**src/rtl/store_unit.sv**
```systemverilog
// store_unit: posted-write buffer that drains {addr, data} entries to memory one write at a time
// Ports:
//    clk, rst (async, active-low), ce (clock enable; 0 freezes all state)
//    store_req/addr_in/data_UAL : 1-cycle write request into the FIFO
//    mem_ready                  : memory accepts the current write
//    data_mem/addr_mem/we_mem   : registered write port toward memory
//    full/busy                  : buffer status
//    done                       : 1-cycle pulse per completed write
//    ovf/err                    : sticky drop / timeout flags
module store_unit #(
   parameter int DATA_W  = 16,
   parameter int ADDR_W  = 6,
   parameter int DEPTH   = 2,
   parameter int TIMEOUT = 15
) (
   input  logic              clk,
   input  logic              rst,
   input  logic              ce,
   input  logic              store_req,
   input  logic [ADDR_W-1:0] addr_in,
   input  logic [DATA_W-1:0] data_UAL,
   input  logic              mem_ready,
   output logic [DATA_W-1:0] data_mem,
   output logic [ADDR_W-1:0] addr_mem,
   output logic              we_mem,
   output logic              full,
   output logic              busy,
   output logic              done,
   output logic              ovf,
   output logic              err
);
   localparam int PW = $clog2(DEPTH);
   localparam int CW = $clog2(DEPTH + 1);
   localparam int TW = $clog2(TIMEOUT + 1);
   typedef enum logic {IDLE, ISSUE} state_t;
   state_t            state_q;
   logic [ADDR_W-1:0] fifo_a [DEPTH];
   logic [DATA_W-1:0] fifo_d [DEPTH];
   logic [PW-1:0]     rd_q, wr_q;
   logic [CW-1:0]     count_q, count_d;
   logic [TW-1:0]     tmo_q;
   logic [DATA_W-1:0] data_mem_q;
   logic [ADDR_W-1:0] addr_mem_q;
   logic              we_q, done_q, ovf_q, err_q;
   logic              issuing, push, expire, pop;
   // full is taken before this cycle's pop, so a request arriving while full is dropped even if a slot frees up
   always_comb begin
      issuing = state_q == ISSUE;
      push    = store_req & ~full;
      expire  = issuing & ~mem_ready & (tmo_q == TW'(TIMEOUT - 1));
      pop     = issuing & (mem_ready | expire);
      count_d = count_q + CW'(push) - CW'(pop);
   end
   // Storage needs no reset: an entry is only read while count is non-zero
   always_ff @(posedge clk) begin
      if (ce && push) begin
         fifo_a[wr_q] <= addr_in;
         fifo_d[wr_q] <= data_UAL;
      end
   end
   always_ff @(posedge clk or negedge rst) begin
      if (!rst) begin
         state_q    <= IDLE;
         rd_q       <= '0;
         wr_q       <= '0;
         count_q    <= '0;
         tmo_q      <= '0;
         data_mem_q <= '0;
         addr_mem_q <= '0;
         we_q       <= 1'b0;
         done_q     <= 1'b0;
         ovf_q      <= 1'b0;
         err_q      <= 1'b0;
      end else if (ce) begin
         if (push) wr_q <= wr_q + PW'(1);
         if (pop) rd_q <= rd_q + PW'(1);
         count_q <= count_d;
         ovf_q   <= ovf_q | (store_req & full);
         err_q   <= err_q | expire;
         done_q  <= issuing & mem_ready;
         if (!issuing) begin
            // The head is latched here and held for the whole write, so pushes cannot disturb it
            if (count_q != '0) begin
               state_q    <= ISSUE;
               tmo_q      <= '0;
               we_q       <= 1'b1;
               addr_mem_q <= fifo_a[rd_q];
               data_mem_q <= fifo_d[rd_q];
            end
         end else if (pop) begin
            state_q <= IDLE;
            we_q    <= 1'b0;
         end else begin
            tmo_q <= tmo_q + TW'(1);
         end
      end
   end
   assign data_mem = data_mem_q;
   assign addr_mem = addr_mem_q;
   assign we_mem   = we_q;
   assign done     = done_q;
   assign ovf      = ovf_q;
   assign err      = err_q;
   assign full     = count_q == CW'(DEPTH);
   assign busy     = (count_q != '0) | issuing;
endmodule

```
**config.mk**
```make
export PLATFORM = sky130hd
export DESIGN_NAME = store_unit
export DESIGN_NICKNAME = d
export VERILOG_FILES = /design/src/rtl/store_unit.sv
export SDC_FILE = /design/constraint.sdc
export NUM_CORES = 1
export LEC_CHECK = 0
export CAP_MARGIN = 20
export CORE_AREA = 3 3 104 106
export DETAILED_ROUTE_END_ITERATION = 8
export DIE_AREA = 0 0 107 109
export GPL_TIMING_DRIVEN = 0
export SLEW_MARGIN = 30
export SYNTH_ARGS = -nofsm -noshare
export SYNTH_HDL_FRONTEND = slang
export SYNTH_SLANG_ARGS = --single-unit
```
**constraint.sdc**
```tcl
create_clock -name clk -period 6.5 [get_ports clk]
set_input_delay 0.65 -clock clk [delete_from_list [all_inputs] [get_ports clk]]
set_output_delay 0.65 -clock clk [all_outputs]
set_load 0.03 [all_outputs]
```
==> summary.txt <==
Run status
  – Outcome: finished, final reports clean

Yosys
  – Count leader, synth: edfxtp_1
  – Area fraction of the dominant cell type after synthesis: 41.4%
  – Main synth FF type: edfxtp_1
  – Fraction of registers with async set or reset after synthesis: 44.3%
  – Post-synth top cells: edfxtp_1 (44), dfrtp_1 (35), mux2_2 (23)
  – Post-synth top area cell: edfxtp_1
  – Synth Cell Area: 3190 µm²
  – Average size of a mapped cell: 17.3 µm²
  – Post-synthesis cell count: 185
  – Yosys warnings: 0
  – Sequential cell area fraction in the yosys report: 68.8%
  – Synthesized flop and latch total: 79
  – Post-synth EDFFs: 44
  – Synth area leaders: edfxtp_1 (41%), dfrtp_1 (27%), mux2_4 (8.5%), mux2_2 (8.1%), ha_1 (1.6%)
  – Number of library cell types mapped by synthesis: 34
  – Syn Nets: 216

Pwr
  – Leak Pwr: 0.00162 µW
  – Total power draw: 1970 µW
  – Worst VDD drop: 0.144 mV
  – Power per Cell Area: 470 nW/µm²

Worst setup path
  – Crit-path max FO: 10
  – Crit. End Element: primary output
  – Critical Path RT: 5.85 ns
  – CP Class: reg -> out
  – Crit path cell chain: buf_2 > or3_1 > clkdlybuf4s50_1
  – Top delay family on crit path: buffers and inverters
  – Slowest stage delay, CP: 0.60 ns
  – Data arrival time of the critical path: 1.95 ns
  – Worst path slowest cell: clkdlybuf4s50_1
  – CP Buf/Inv Count: 2
  – CP Launch Type: flip-flop

Placed design
  – PortBufs: 54
  – Number of instances in the placed design: 376
  – DP Area: 3950 µm²
  – Placer congestion estimate: 0.674
  – Final HPWL DP: 4050 µm

Cells and area
  – Finished Layout Cells: 392
  – Multi-input combinational cell area: 945 µm²
  – Area grow syn2layout: 31.2%
  – Final instance area: 4190 µm²
  – Ant diodes: 0
  – Seq. cell area: 2200 µm²
  – Layout cell share with drive strength beyond 1: 29.0%
  – Final net count: 285
  – Fillers: 887

Clocking
  – Clk buf depth: 2
  – CTS tree: built
  – Post-CTS setup buffer count: 0
  – H-Tree Depth: 3
  – Clock Latency Late Sink: 0.35 ns
  – CTS Root Cell: clkbuf_8
  – Clock transition at the registers of the reported paths: 0.08 ns
  – CTS Hold Bufs: 0
  – Cts bufs inserted: 9
  – Post-CTS Resized: 0
  – Clock Sinks: 79

Job
  – Max-Cap Viols: 0

Timing
  – Final setup TNS: 0 ns
  – Fmax: 384 MHz
  – Clock skew: 0.00778 ns
  – Fin crit period: 2.60 ns
  – Max Slew Vio Count: 0
  – Hold Vio Cnt, Final: 0
  – Fin crit share: 40.0%
  – Rel. slew slack: 58.4%
  – Final setup violation count: 0
  – Worst Tran Pin Value: 0.625 ns
  – RSZ-0062 raised after global routing: false

Floorplanning
  – Die area: 11700 µm²
  – Effective utilization at floorplan: 32.4%
  – Site Rows: 36
  – Core ar.: 9860 µm²
  – Die Height: 109 µm
  – Die X: 107 µm
  – Top Ports: 55

Global route
  – Pin count of the biggest net entering global routing: 23
  – First-pass GRT wire length: 9910 µm
  – Antenna violations before repair: 0
  – Number of global-route vias before repair: 1893
  – Global-route total usage across every layer: 11.3%
  – Gr ovfl total: 0

Routing
  – Initial DRT Pass Iterations: 4
  – Via-per-instance ratio: 4.50
  – Violation count after the first detailed-route iteration: 67
  – Via count: 1765
  – WL final: 6150 µm
  – ANT nets after route: 0
  – DRC violations left: 0
  – Routed wire per std cell: 15.7 µm

Worst hold path
  – Min-Delay Path Class: in -> async
## state kept, by name, indices dropped and copies added, names as in the netlist, 2 cells and up
signal and flops:
data_mem 16, fifo_d 32, tmo_q 4, fifo_a 12, count_q 2, addr_mem 6
## logic make-up (layout without fill, tap and decap cells)
family          Yosys count  after routing  synth area share, %
xor+xnor                  4              4                 1.10
fa+ha+maj                 4              4                 1.57
mux                      46             46                 18.3
flops                    79             79                 68.8
compound gates           12             12                 2.98
buf+inv                  10             84                 1.80
simple gates             30             30                 5.45
## placed cells by master, fill, tap and decap left out, drive strengths merged
master         instances
bufinv                 3
nand3                  7
xnor2                  2
o2bb2ai                1
and2                   2
clkinv                 3
inv                    4
or3                    3
edfxtp                44
ha                     4
a31o                   1
xor2                   2
dfrtp                 35
o21bai                 2
nor3b                  1
buf                   11
o211ai                 1
mux2                  45
nand2b                 2
nand3b                 1
o21ai                  2
nand2                  8
mux2i                  1
a21o                   2
clkbuf                10
clkdlybuf4s50         53
nor2                   5
a22o                   1
a211o                  1
nor3                   1
o31ai                  1
## worst register-to-register path: stages, from the launching register on
cell	delay [ns]
dfrtp_1	0.44
inv_1	0.07
ha_1	0.21
a31o_2	0.31
and2_1	0.18
ha_1	0.28
inv_1	0.05
ha_1	0.14
xor2_1	0.14
nand2_1	0.08
xnor2_1	0.13
## per-layer routing
layer  part of all wire (%)  up-vias  track usage (%)  routed length [µm]
met3                    5.4       10             3.85                 332
li1                       -      819                -                   -
met4                    1.8        0             4.75                 112
met2                     48       46             18.7                2940
met5                      0        -                0                   0
met1                     45      890             13.6                2760
## cell type report
type | count | area share [%]
Clock inverter | 6 | 2.60
Sequential cell | 79 | 52.5
Tap cell | 133 | 3.97
Inverter | 4 | 0.359
Multi-Input combinational cell | 96 | 22.6
Timing Repair Buffer | 58 | 14.0
Buffer | 6 | 1.02
Clock buffer | 10 | 3.05
## final timing paths
check	from	to	slack, ns	cells after the start
max reg2reg	tmo_q[0]	count_q[1]	4.37	10
max	issuing	busy	3.90	3
max in group asynchronous	rst	addr_mem[1]	5.80	2
min in group clk	err	err	0.49	1
min reg2reg	err	err	0.49	1
min	rst	addr_mem[4]	0.24	1
## power breakdown
part | total, µW | switching (µW) | internal (µW)
clock network | 433 | 179 | 255
logic | 773 | 380 | 394
registers | 761 | 88.5 | 672
total | 1970 | 647 | 1320
## through the flow
stage | worst slack [ns] | hold WS [ns] | util [%]
after floorplan | 3.62 | 0.354 | -
after detailed placement | 3.65 | 0.470 | 40.1
after CTS | 3.86 | 0.235 | 42.5
after global routing | 3.82 | 0.247 | 42.5
after global placement | 1.87 | 0.472 | 39.5
final | 3.90 | 0.237 | 42.5
No activity file was read; power rests on OpenSTA's default activity.
==> patch 1 (same flow settings) <==
The parameter `ADDR_W` goes from 6 to 4.
--- a/src/rtl/store_unit.sv
+++ b/src/rtl/store_unit.sv
@@ -11,3 +11,3 @@
    parameter int DATA_W  = 16,
-   parameter int ADDR_W  = 6,
+   parameter int ADDR_W  = 4,
    parameter int DEPTH   = 2,
Ports: changed (resized addr_in and addr_mem); port bits go from 55 to 51. No check against the original RTL was run, so the function may have changed too.
==> patch 1 against the unedited design <==
- sequential cell count down 6
- clock skew down 0.0016 ns
- worst hold slack better by 0.018 ns
- combinational power down 14%
- sequential share of layout area up 0.74 points
- wire length down 11%
- area after synthesis down 9.3%
- global-route usage down 0.84 points
- synthesized cell count down 6.5%
- setup slack better by 0.078 ns
- power down 13%
- cell area down 9.0%
- maximum frequency up 3.1%
- critical path type unchanged
- largest cell class unchanged
- largest power group is now sequential cells
==> patch 1: results (changes against the unedited design) <==
| Metric | Value |
|---|---|
| Arr. time, crit path | 1.87 ns (-0.08 ns) |
| Number of synthesized flops with an enable pin | 40 (-9.1%) |
| Synth cell count leaders | 40 x edfxtp_1, 39 x mux2_2, 33 x dfrtp_1 |
| Global Route Usage Sum | 10.5% (-0.84 points) |
| Status | complete, no violations |
| Starting Density | 29.4% (-3.0 points) |
| Clock skew | 0.00615 ns (-0.00163 ns) |
| Mean Syn Cell Area | 16.7 µm² (-3.0%) |
| Leak pwr | 1.44 nW (-11%) |
| First-pass GRT wire length | 9150 µm (-7.7%) |
| Post-DP HPWL | 3780 µm (-6.5%) |
| Drt total wl | 5460 µm (-11%) |
| Fill cell count | 940 (+6.0%) |
| Nets | 267 (-6.3%) |
| Clk buf depth | 2 (unchanged) |
| Largest net degree at the start of global routing | 21 (-8.7%) |
| Via density | 4.39 (-2.5%) |
| Top cells by area, synth | edfxtp_1 41%, dfrtp_1 29%, mux2_2 15%, ha_1 1.7%, mux2_1 1.2% |
| Slew @ Worst Pin | 0.552 ns (-0.0725 ns) |
| GP Congestion | 0.748 (+11%) |
| Antenna violations before repair | 0 (unchanged) |
| DR WL/cell | 14.5 µm (-7.4%) |
| Post-synth net total | 202 (-6.5%) |
| Top fanout value on the critical path | 5 (-5) |
| Post-placement setup slack | 3.87 ns (+0.222 ns) |
| Setup crit start | count_q[1] |
| Crit path largest cell delay | 0.69 ns (+0.09 ns) |
| Post-synthesis sequential area ratio | 70.0% (+1.2 points) |
| 1st-iter DRT viols | 36 (-46%) |
| Dpl cells | 360 (-4.3%) |
| Peak supply drop | 0.226 mV (+57%) |
| Placed Area | 3610 µm² (-8.5%) |
| Vias in the first global route | 1795 (-5.2%) |
| Worst-Skew Late Latency | 0.33 ns (-0.02 ns) |
patch 1: worst max-delay path: cells and delay by family, from the launching register on:
kind / cells / cell delay, ns
flip-flops: 1 / 0.45
buffers and inverters: 2 / 0.81
AND/OR/NAND/NOR: 1 / 0.29
patch 1: worst paths after layout:
kind	to	slack, ns
worst max-delay path	full	3.98
worst min register to register	err	0.49
min in group clk	err	0.49
max in group asynchronous	addr_mem[1]	5.79
worst max register to register	count_q[1]	4.35
worst min-delay path	count_q[0]	0.26
patch 1: report_power, final:
part           internal, mW  switching [mW]  leakage, nW
sequential            0.622          0.0758        0.758
clock                 0.184           0.164       0.0934
combinational         0.324           0.342        0.585
total                  1.13           0.582         1.44
patch 1: cell type report:
type,count,area (µm²),share of cell area [%]
Tap cell,133,166,4.37
Sequential cell,73,2030,53.2
Multi-Input combinational cell,90,818,21.5
Clock inverter,6,57.6,1.51
Buffer,6,42.5,1.12
Clock buffer,10,138,3.61
Inverter,4,15.0,0.394
Timing Repair Buffer,54,546,14.3
patch 1: cells by family (layout without fill, tap and decap cells):
group	after synthesis	in the layout	synth area share [%]
flip-flops	73	73	70.0
multiplexers	42	42	16.3
AND/OR/NAND/NOR	26	26	5.10
AO/OA/AOI/OAI	14	14	3.67
buffers and inverters	10	80	1.99
adder cells (fa/ha/maj)	4	4	1.73
XOR/XNOR	4	4	1.21
patch 1: layer usage:
layer / track usage, % / vias to the layer above / wire length, µm
met4: 5.57 / 0 / 104
met1: 13.3 / 827 / 2490
met3: 3.14 / 9 / 267
met5: 0 / - / 0
li1: - / 771 / -
met2: 16.1 / 44 / 2600
==> patch 2 (config.mk and constraints unchanged) <==
Without the edit above. Reset style: synchronous (`rst`), changed in one clocked block. Comments in the files are not updated.
--- a/src/rtl/store_unit.sv
+++ b/src/rtl/store_unit.sv
@@ -60,3 +60,3 @@
    end
-   always_ff @(posedge clk or negedge rst) begin
+   always_ff @(posedge clk) begin
       if (!rst) begin
Function: differs if rst is asserted again (counterexample within 4 cycles, from zero or initial values and one cycle with rst low); with rst held inactive, the same outputs for 10 cycles.
==> patch 2 against the unedited design <==
- wire length is 8.1% higher
- die area stayed put
- sequential cell count stayed put
- clock skew hardly changed
- critical path type unchanged
- worst hold slack better by 0.23 ns
- cell area is 0.87% lower
- first-iteration DRC count is 19% higher
- area after synthesis is 0.16% higher
- setup slack better by 0.16 ns
Power is not compared: it rests on default switching activity, and its combinational part moved more than twofold at a synthesized area within 25%.
==> patch 2: results (changes against the unedited design) <==
| Metric | Value |
|---|---|
| First-pass GRT wire length | 10800 µm (+8.8%) |
| Synth cell count leaders | 44 x edfxtp_1, 35 x dfxtp_1, 28 x a21oi_1 |
| Post-DP HPWL | 4810 µm (+19%) |
| Vias in the first global route | 2167 (+14%) |
| Initial DRT Pass Iterations | 4 (unchanged) |
| 1st-iter DRT viols | 80 (+19%) |
| Max reg flops | 32 (unchanged) |
| CTS resizes | 0 (unchanged) |
| Via Count | 2005 (+14%) |
| Global Route Usage Sum | 12.2% (+0.90 points) |
| Clk buf depth | 2 (unchanged) |
| Clock skew | 0.00827 ns (+0.000492 ns) |
| DR WL/cell | 15.2 µm (-3.0%) |
| Hold Path Class | register to register |
| Slew @ Worst Pin | 0.746 ns (+0.121 ns) |
| P_int | 0.831 mW |
| Post-CTS Setup Inserts | 0 (unchanged) |
| Nets | 330 (+16%) |
| Worst-Skew Late Latency | 0.35 ns (about the same) |
| Fill cell count | 927 (+4.5%) |
| Number of synthesized flops with an enable pin | 44 (unchanged) |
| Post-synth net total | 261 (+21%) |
| Top fanout value on the critical path | 6 (-4) |
| Placed Area | 3940 µm² (-0.19%) |
| Final instance area | 4150 µm² (-0.87%) |
| GP Congestion | 0.681 (+1.0%) |
| Share of layout cells above drive strength 1 | 19.4% (-9.5 points) |
| Root Buffer | clkbuf_8 |
| Top reg by flops | fifo_d |
| Status | complete, no violations |
| Arr. time, crit path | 1.79 ns (-0.16 ns) |
| Total CTS buffers | 9 (unchanged) |
| Top cells by area, synth | edfxtp_1 41%, dfxtp_1 22%, mux2i_1 7.2%, a211oi_2 7.0%, a21oi_1 4.4% |
| Asr flop ratio synth | 0% (-44 points) |
| Largest net degree at the start of global routing | 14 (-39%) |
| Buffers added on ports | 52 (-3.7%) |
| Post-placement setup slack | 3.70 ns (+0.0547 ns) |
| Post-synthesis sequential area ratio | 63.2% (-5.6 points) |
| Unique cell type count in the Yosys netlist | 39 (+15%) |
[patch 2: final cells by class]
cell class	instances	share of cell area [%]
inverters	5	0.452
plain buffers	17	3.50
clock buffers	15	4.79
well taps	133	4.01
multi-input cells	129	24.6
clock inverters	1	0.211
repair buffers	58	13.7
flip-flops and latches	79	48.7
[patch 2: cell families (layout without fill, tap and decap cells)]
| logic type | count (synthesis) | after routing | share of synthesized area [%] |
|---|---|---|---|
| buffers and inverters | 22 | 96 | 5.12 |
| muxes | 23 | 23 | 7.20 |
| adders and majority gates | 4 | 4 | 1.57 |
| AOI/OAI and AO/OA | 65 | 65 | 15.6 |
| DFF | 79 | 79 | 63.2 |
| xor gates and xnor gates | 1 | 1 | 0.274 |
| and+or+nand+nor | 36 | 36 | 7.04 |
[patch 2: routing by layer]
| metal | part of all wire, % | GRT usage [%] | vias to the layer above |
|---|---|---|---|
| met3 | 2.9 | 3.32 | 6 |
| met2 | 53 | 21.4 | 35 |
| met5 | 0 | 0 | - |
| met4 | 1.3 | 4.93 | 0 |
| met1 | 43 | 14.2 | 969 |
| li1 | - | - | 995 |
[patch 2: metrics by stage]
stage                     std cells  hold slack, ns
after global routing            437           0.483
final                           437           0.471
after detailed placement        421           0.462
after global placement          415           0.457
after CTS                       437           0.473
after floorplan                 230           0.476
[patch 2: power groups by stage]
stage	logic (mW)	clock network [mW]	registers, mW
detailed placement	0.181	0	0.578
global placement	0.175	0	0.579
finish	0.179	0.371	0.567
floorplan	0.0850	0	0.602
global route	0.192	0.399	0.569
CTS	0.182	0.379	0.567
[patch 2: final timing paths]
check        startpoint         end  slack, ns  depth (start not counted)
max          count_q[1]        full       4.06                          2
min                done        done       0.47                          2
max reg2reg    tmo_q[0]  count_q[1]       4.22                         10
min reg2reg        done        done       0.47                          2
[patch 2: critical path: stages, from the launching register on]
cell and delay [ns]:
dfxtp_1 0.41, nor2b_2 0.31, clkdlybuf4s50_1 0.73
